--- src/rtl/ysyx_22050039_mem_pkg.sv ---
// Shared state encoding, master IDs and constants for the IFU/LSU data-memory arbiter.
package ysyx_22050039_mem_pkg;

    typedef enum logic [1:0] {
        ST_IDLE  = 2'd0,
        ST_ISSUE = 2'd1,
        ST_WAIT  = 2'd2,
        ST_RESP  = 2'd3
    } arb_state_e;

    localparam logic MST_IF = 1'b0;
    localparam logic MST_LS = 1'b1;

    localparam logic [7:0] WMASK_FULL = 8'hFF;

    localparam int unsigned CNT_W = 8;

endpackage

--- src/rtl/ysyx_22050039_arb_grant.sv ---
// Grant selection between IFU (master 0) and LSU (master 1).
// YSYX_22050039_ARB_RR_EN: ties alternate against the last grant; otherwise the LSU always wins.
module ysyx_22050039_arb_grant
    import ysyx_22050039_mem_pkg::*;
(
    input  logic if_valid_i,
    input  logic ls_valid_i,
    input  logic last_grant_i,
    output logic gnt_valid_c_o,
    output logic gnt_id_c_o
);

    always_comb begin
        gnt_valid_c_o = if_valid_i | ls_valid_i;
        gnt_id_c_o    = MST_IF;
`ifdef YSYX_22050039_ARB_RR_EN
        if (if_valid_i && ls_valid_i) begin
            gnt_id_c_o = ~last_grant_i;
        end else if (ls_valid_i) begin
            gnt_id_c_o = MST_LS;
        end
`else
        if (ls_valid_i) begin
            gnt_id_c_o = MST_LS;
        end
`endif
    end

`ifndef YSYX_22050039_ARB_RR_EN
    logic unused_last_grant;
    assign unused_last_grant = last_grant_i;
`endif

endmodule

--- src/rtl/ysyx_22050039_mem_arbiter.sv ---
// Shares the data-memory port between IFU and LSU: one outstanding transaction, timeout-guarded.
// Optional round-robin tie-break via YSYX_22050039_ARB_RR_EN (default: fixed LSU priority).
module ysyx_22050039_mem_arbiter
    import ysyx_22050039_mem_pkg::*;
#(
    parameter int unsigned XLEN    = 64,
    parameter int unsigned TIMEOUT = 255
) (
    input  logic            clk,
    input  logic            rst,
    input  logic            if_valid,
    output logic            if_ready,
    input  logic [XLEN-1:0] if_addr,
    output logic            if_rvalid,
    output logic [XLEN-1:0] if_rdata,
    input  logic            ls_valid,
    output logic            ls_ready,
    input  logic [XLEN-1:0] ls_addr,
    input  logic            ls_wen,
    input  logic [XLEN-1:0] ls_wdata,
    input  logic [7:0]      ls_wmask,
    output logic            ls_rvalid,
    output logic [XLEN-1:0] ls_rdata,
    output logic            mem_valid,
    input  logic            mem_ready,
    output logic [XLEN-1:0] mem_addr,
    output logic            mem_wen,
    output logic [XLEN-1:0] mem_wdata,
    output logic [7:0]      mem_wmask,
    input  logic            mem_rvalid,
    input  logic [XLEN-1:0] mem_rdata,
    output logic            err
);

    localparam logic [CNT_W-1:0] CNT_LAST = CNT_W'(TIMEOUT - 1);

    arb_state_e        state_q, state_d;
    logic              gnt_q, gnt_d;
    logic [XLEN-1:0]   addr_q, addr_d;
    logic              wen_q, wen_d;
    logic [XLEN-1:0]   wdata_q, wdata_d;
    logic [7:0]        wmask_q, wmask_d;
    logic [CNT_W-1:0]  cnt_q, cnt_d;
    logic              err_q, err_d;
    logic [XLEN-1:0]   if_rdata_q, if_rdata_d;
    logic [XLEN-1:0]   ls_rdata_q, ls_rdata_d;
    logic              rsp_set;
    logic [XLEN-1:0]   rsp_data;
    logic              gnt_valid_c;
    logic              gnt_id_c;

    // gnt_q doubles as the last-grant register for the round-robin tie-break
    ysyx_22050039_arb_grant u_grant (
        .if_valid_i    (if_valid),
        .ls_valid_i    (ls_valid),
        .last_grant_i  (gnt_q),
        .gnt_valid_c_o (gnt_valid_c),
        .gnt_id_c_o    (gnt_id_c)
    );

    // Next-state, request latching and response capture
    always_comb begin
        state_d    = state_q;
        gnt_d      = gnt_q;
        addr_d     = addr_q;
        wen_d      = wen_q;
        wdata_d    = wdata_q;
        wmask_d    = wmask_q;
        cnt_d      = cnt_q;
        err_d      = err_q;
        if_rdata_d = if_rdata_q;
        ls_rdata_d = ls_rdata_q;
        rsp_set    = 1'b0;
        rsp_data   = '0;
        if_ready   = 1'b0;
        ls_ready   = 1'b0;

        case (state_q)
            ST_IDLE: begin
                // ready is gated by rst so nothing is accepted while reset is held
                if (rst && gnt_valid_c) begin
                    gnt_d   = gnt_id_c;
                    state_d = ST_ISSUE;
                    if (gnt_id_c == MST_LS) begin
                        ls_ready = 1'b1;
                        addr_d   = ls_addr;
                        wen_d    = ls_wen;
                        wdata_d  = ls_wdata;
                        wmask_d  = ls_wmask;
                    end else begin
                        if_ready = 1'b1;
                        addr_d   = if_addr;
                        wen_d    = 1'b0;
                        wdata_d  = '0;
                        wmask_d  = WMASK_FULL;
                    end
                end
            end
            ST_ISSUE: begin
                if (mem_ready) begin
                    cnt_d = '0;
                    if (mem_rvalid) begin
                        rsp_set  = 1'b1;
                        rsp_data = mem_rdata;
                        state_d  = ST_RESP;
                    end else begin
                        state_d = ST_WAIT;
                    end
                end
            end
            ST_WAIT: begin
                if (mem_rvalid) begin
                    rsp_set  = 1'b1;
                    rsp_data = mem_rdata;
                    state_d  = ST_RESP;
                end else if (cnt_q == CNT_LAST) begin
                    rsp_set = 1'b1;
                    err_d   = 1'b1;
                    state_d = ST_RESP;
                end else begin
                    cnt_d = cnt_q + CNT_W'(1);
                end
            end
            ST_RESP: begin
                state_d = ST_IDLE;
            end
            default: begin
                state_d = ST_IDLE;
            end
        endcase

        if (rsp_set) begin
            if (gnt_q == MST_LS) begin
                ls_rdata_d = rsp_data;
            end else begin
                if_rdata_d = rsp_data;
            end
        end
    end

    always_ff @(posedge clk or negedge rst) begin
        if (!rst) begin
            state_q    <= ST_IDLE;
            gnt_q      <= MST_IF;
            addr_q     <= '0;
            wen_q      <= 1'b0;
            wdata_q    <= '0;
            wmask_q    <= '0;
            cnt_q      <= '0;
            err_q      <= 1'b0;
            if_rdata_q <= '0;
            ls_rdata_q <= '0;
        end else begin
            state_q    <= state_d;
            gnt_q      <= gnt_d;
            addr_q     <= addr_d;
            wen_q      <= wen_d;
            wdata_q    <= wdata_d;
            wmask_q    <= wmask_d;
            cnt_q      <= cnt_d;
            err_q      <= err_d;
            if_rdata_q <= if_rdata_d;
            ls_rdata_q <= ls_rdata_d;
        end
    end

    assign mem_valid = (state_q == ST_ISSUE);
    assign mem_addr  = addr_q;
    assign mem_wen   = wen_q;
    assign mem_wdata = wdata_q;
    assign mem_wmask = wmask_q;
    assign if_rvalid = (state_q == ST_RESP) && (gnt_q == MST_IF);
    assign ls_rvalid = (state_q == ST_RESP) && (gnt_q == MST_LS);
    assign if_rdata  = if_rdata_q;
    assign ls_rdata  = ls_rdata_q;
    assign err       = err_q;

endmodule

--- config.mk ---
export PLATFORM = sky130hd
export DESIGN_NAME = ysyx_22050039_mem_arbiter
export DESIGN_NICKNAME = d
export VERILOG_FILES = /design/src/rtl/ysyx_22050039_mem_pkg.sv /design/src/rtl/ysyx_22050039_arb_grant.sv /design/src/rtl/ysyx_22050039_mem_arbiter.sv
export SDC_FILE = /design/constraint.sdc
export NUM_CORES = 1
export LEC_CHECK = 0
export BUFFER_PORTS_ARGS = -buffer_cell sky130_fd_sc_hd__buf_4
export CAP_MARGIN = 25
export CORE_AREA = 2 2 211 213
export DETAILED_ROUTE_END_ITERATION = 12
export DIE_AREA = 0 0 213 215
export PLACE_DENSITY = 0.58
export SYNTH_ARGS = -nofsm -noshare
export SYNTH_HDL_FRONTEND = slang
export SYNTH_SLANG_ARGS = --single-unit
export TNS_END_PERCENT = 10
--- constraint.sdc ---
create_clock -name clk -period 3 [get_ports clk]
set_clock_uncertainty 0.1 [all_clocks]
set_input_delay 0.6 -clock clk [delete_from_list [all_inputs] [get_ports clk]]
set_output_delay 0.6 -clock clk [all_outputs]
set_load 0.03 [all_outputs]
* Word level (Yosys, flattened, before mapping) *
Cells that the tools add are included.

storage, ports and cells
  input port bits = 271
  register bits = 277
  output and inout bits = 271

cells by class
  bitwise logic cells = 3
  reduce and logical (&&, ||, !) cells = 11
  multiplexer cells = 29
  equal/unequal tests = 9
  $add $sub $neg = 1

operators with widths
  kind                                                 number
  two-way mux 64 bit                                   4
  case mux 64 bit (2 select lines)                     1
  two-way mux 8 bit                                    4
  case mux 8 bit (2 select lines)                      1
  two-way mux 1 bit                                    13
  adder 8 x 1 -> 8 bit, second input constant          1
  equality test 8 bit, second input constant           1
  two-way mux 2 bit                                    4
  case mux 2 bit (4 select lines)                      1
  != test 2 bit, second input constant                 3
  AND reduction 2 bit                                  3
  AND reduction 3 bit                                  2
  equality test 2 bit, second input constant           2
  AND reduction 4 bit                                  1
  logical AND 1 bit                                    3
  != test 3 bit, second input constant                 1
  equality test 2 x 1 -> 1 bit, second input constant  1
  zero test 2 bit                                      1
  != test 2 x 1 -> 1 bit, second input constant        1
  NOT 1 bit                                            2
  case mux 1 bit (2 select lines)                      1
  nonzero test 2 bit                                   1
  bitwise OR 1 bit                                     1

* Longest topological paths before layout *
  depth in word-level cells = 5
  gate-level depth with buffers = 8

* Modules after synthesis *
From an unflattened synthesis, not the netlist that was laid out.

unflattened totals
  cells, all modules = 989
  area, all modules = 11499.8 um^2

modules (own cells, without submodules)
  module                     cells an instance  area an instance (um^2)  instances
  ysyx_22050039_mem_arbiter  987                11486.0                  1
  ysyx_22050039_arb_grant    2                  13.8                     1

* Worst setup path before layout *
Ideal clock, no wire load.

  path type = in2out
  from = input port ls_valid
  to = output port if_ready
  data required time = 2300 ps
  data arrival time = 1864 ps
  buffers on the path = 4
  cell stages on the path = 6
  slack = 436 ps
  cell sequence = clkbuf_1 > o211ai_1 > buf_2 > buf_2 > buf_2 > nor2_1

between the ends
  longest elaborated chain between the ends = 4
  elaborated cells on any way between the ends = 6
  classes of those cells = mux (4); bitwise (1); reduce/logical (1)

RTL lines
  what                                                    RTL line                                                          RTL
  from (decl)                                             ysyx_22050039_mem_arbiter.sv:16                                   input logic ls_valid,
  two-way mux 1 bit or bitwise OR 1 bit (tied branches)   ysyx_22050039_arb_grant.sv:23, ysyx_22050039_arb_grant.sv:14
  two-way mux 1 bit or logical AND 1 bit (tied branches)  ysyx_22050039_mem_arbiter.sv:84, ysyx_22050039_mem_arbiter.sv:81
  two-way mux 1 bit *                                     ysyx_22050039_mem_arbiter.sv:81                                   if (rst && gnt_valid_c) begin
  two-way mux 1 bit *                                     ysyx_22050039_mem_arbiter.sv:78                                   case (state_q)
  to (decl)                                               ysyx_22050039_mem_arbiter.sv:12                                   output logic if_ready,

Every way passes the cells marked *; elsewhere a longest branch is shown, timed or not.

* Worst setup path after layout *
  from = input port rst
  to = output port if_ready

between the ends
  longest elaborated chain between the ends = 3

RTL lines
  what               RTL line                         RTL
  from (decl)        ysyx_22050039_mem_arbiter.sv:10  input logic rst,
  logical AND 1 bit  ysyx_22050039_mem_arbiter.sv:81
  two-way mux 1 bit  ysyx_22050039_mem_arbiter.sv:81
  two-way mux 1 bit  ysyx_22050039_mem_arbiter.sv:78

Every way passes these cells.

==> reports/metrics.cfg <==
[run_status]
status=finished clean

[setup_path]
path_class=in -> out
cp-end-kind=output pin
required_ns=2.30
critPathMaxFanout=6
cp-start-kind=primary input
worstPathArrival_ns=2.02

[global_routing]
grt_max_degree=140
grt_pass1_vias=9920
antenna_found_initial=1
grt_pass1_wl_microns=56300
grtUsageTotal_pct=15.6
grt_overflow=0

[synthesis]
async_reset_ff_share_pct=100
ys.flop_type=dfrtp_1
synth_area_leaders=dfrtp_1, a32o_1, nand2_1
synth_top_area_cell=dfrtp_1
yosys_warnings=0
yosysSeqAreaShare_pct=61.8
yosysTopAreaCellShare_pct=61.8
synth_cell_types=28
synth_enable_flop_cells=0
postSynthAreaPerCell_sq_um=11.4
synth.top_cells.by_count=dfrtp_1, nand2_1, o21ai_0
yosys.cell_count.top_type=dfrtp_1
syn_inst=986
syn_area_sq_mm=0.0112
synth_nets=1264
ys_ff_latch=277

[floorplan]
row_count=77
dieArea_sq_mm=0.0458
ioPinCount=542
start_util_pct=25.7
core-area_sq_mm=0.0436
die_h_microns=215
die_w_microns=213

[clock_tree]
htree_levels=2
numClockSinks=277
clockRootBuffer=clkbuf_16
insertion_delay_ns=0.53
cts_buffers=34
clockBufferDepth=3
cts_tree=built
clkTransAtPathRegs_ns=0.06

[power_and_ir_drop]
switchingPower_mw=8.54
swShare_pct=42.8
powerDensity_mw_per_mm2=1170
intPower_mw=11.4
seq_power_share_pct=32.0
p_leak_nw=8.42
p_comb_share_pct=47.7
pwr-share-clk_pct=20.3
ir_drop_mv=0.623
finalPower_mw=19.9

[sta]
post-route-period-util_pct=90.7
fin_setup_tns_ns=0
max_clock_freq_ghz=0.368
maxSlewHeadroom_pct=42.9
hold_viol=0
setup_ws_ns=0.280
hold_slack_ns=0.228
grt_setup_unrepaired=false
fin_crit_ns=2.72
setup_violations=0
tightest_slew_ns=0.857
maxSlewViolCount=0

[drt]
drt_pre_antenna_iters=5
drt-wirelength-per-cell_microns=17.6
ant_nets=0
num_vias=9762
drtIter0Drc=679
routed_wl_microns=37000
drc_errors=0
viasPerCell=4.64

[placement]
io_buffers=541
place_congestion=0.829
place_area_sq_mm=0.0159
pre_cts_slack_ns=0.462
placed_cells_incl_taps=2047
hpwlAfterDp_microns=26600

[worst_hold_path]
min_path_type=in -> reg

[layout]
utilization_pct=39.0
nFillCells=4351
finish.instance_area_sq_mm=0.0170
instances_no_fill=2106
nNetsFinal=1770
drive_above_1_share_pct=40.4
area_growth_pct=51.8
antenna_cells=0

[flow_run]
cap_violations=0

worst paths after layout:
path                       cells after the start            to          start  slack [ns]
min reg2reg                                    2  mem_addr[54]   mem_addr[54]        0.37
min                                            2  if_rdata[42]  mem_rdata[42]        0.23
max                                            6      if_ready            rst        0.28
max reg2reg                                    7  if_rdata[48]     state_q[0]        0.41
max in group asynchronous                      3  mem_wdata[4]            rst        1.42
min in group asynchronous                      2         gnt_q            rst        0.38
critical path, cell delays in order:
cell	delay (ns)
dlygate4sd3_1	0.59
buf_8	0.14
o211ai_1	0.11
buf_4	0.17
nor2_1	0.17
buf_4	0.22
per-layer routing:
layer	vias to the layer above	GRT usage, %	share of wire (%)
met5	-	0	0.035
met4	2	6.43	3.3
met3	68	5.87	9.9
met2	405	26.2	47
met1	4684	17.8	39
li1	4603	-	-
power by group through the flow:
stage / logic, mW / registers [mW] / clock network, mW
global route: 10.1 / 6.61 / 4.33
floorplan: 2.33 / 9.57 / 0
global placement: 9.55 / 6.39 / 0
CTS: 9.63 / 6.41 / 4.20
detailed placement: 9.64 / 6.44 / 0
finish: 9.50 / 6.39 / 4.04
flip-flops by register name, summed over array words and instances (netlist names):
register / count
ls_rdata: 64
mem_wmask: 8
mem_wdata: 64
mem_addr: 64
if_rdata: 64
err: 1
gnt_q: 1
state_q: 2
cnt_q: 8
mem_wen: 1
timing repair:
item,4_1_cts,5_1_grt
buffers inserted,0,0
hold buffers,1,0
endpoints found under the hold margin,1,0
gates resized for setup,0,0
cells by family (layout without fill, tap and decap cells):
| group | after synthesis | in the layout | share of synthesized area [%] |
|---|---|---|---|
| compound gates | 291 | 291 | 19.1 |
| flops | 277 | 277 | 61.8 |
| simple gates | 251 | 251 | 9.05 |
| buf+inv | 93 | 621 | 3.30 |
| mux | 67 | 67 | 5.98 |
| fa+ha+maj | 7 | 7 | 0.781 |
layout make-up:
| class | count | area [sq um] | share of cell area, % |
|---|---|---|---|
| clock buffer | 47 | 970 | 5.69 |
| clock inverter | 11 | 134 | 0.786 |
| inverter | 6 | 22.5 | 0.132 |
| multi-input combinational | 616 | 3930 | 23.1 |
| sequential | 277 | 6930 | 40.7 |
| tap | 592 | 741 | 4.35 |
| timing repair buffer | 557 | 4300 | 25.2 |
cells in the final DEF (no fill, tap or decap), drive strengths merged, types with 3 or more instances in the layout:
master  count
a21oi       6
a32o      128
buf       556
clkbuf     47
clkinv      5
dfrtp     277
ha          7
inv         9
mux2i      67
nand2     215
nand2b      3
nand3       5
nor2        3
nor2b      11
nor3        5
o21ai     144
o31ai       3
(Power assumes the default switching activity.)
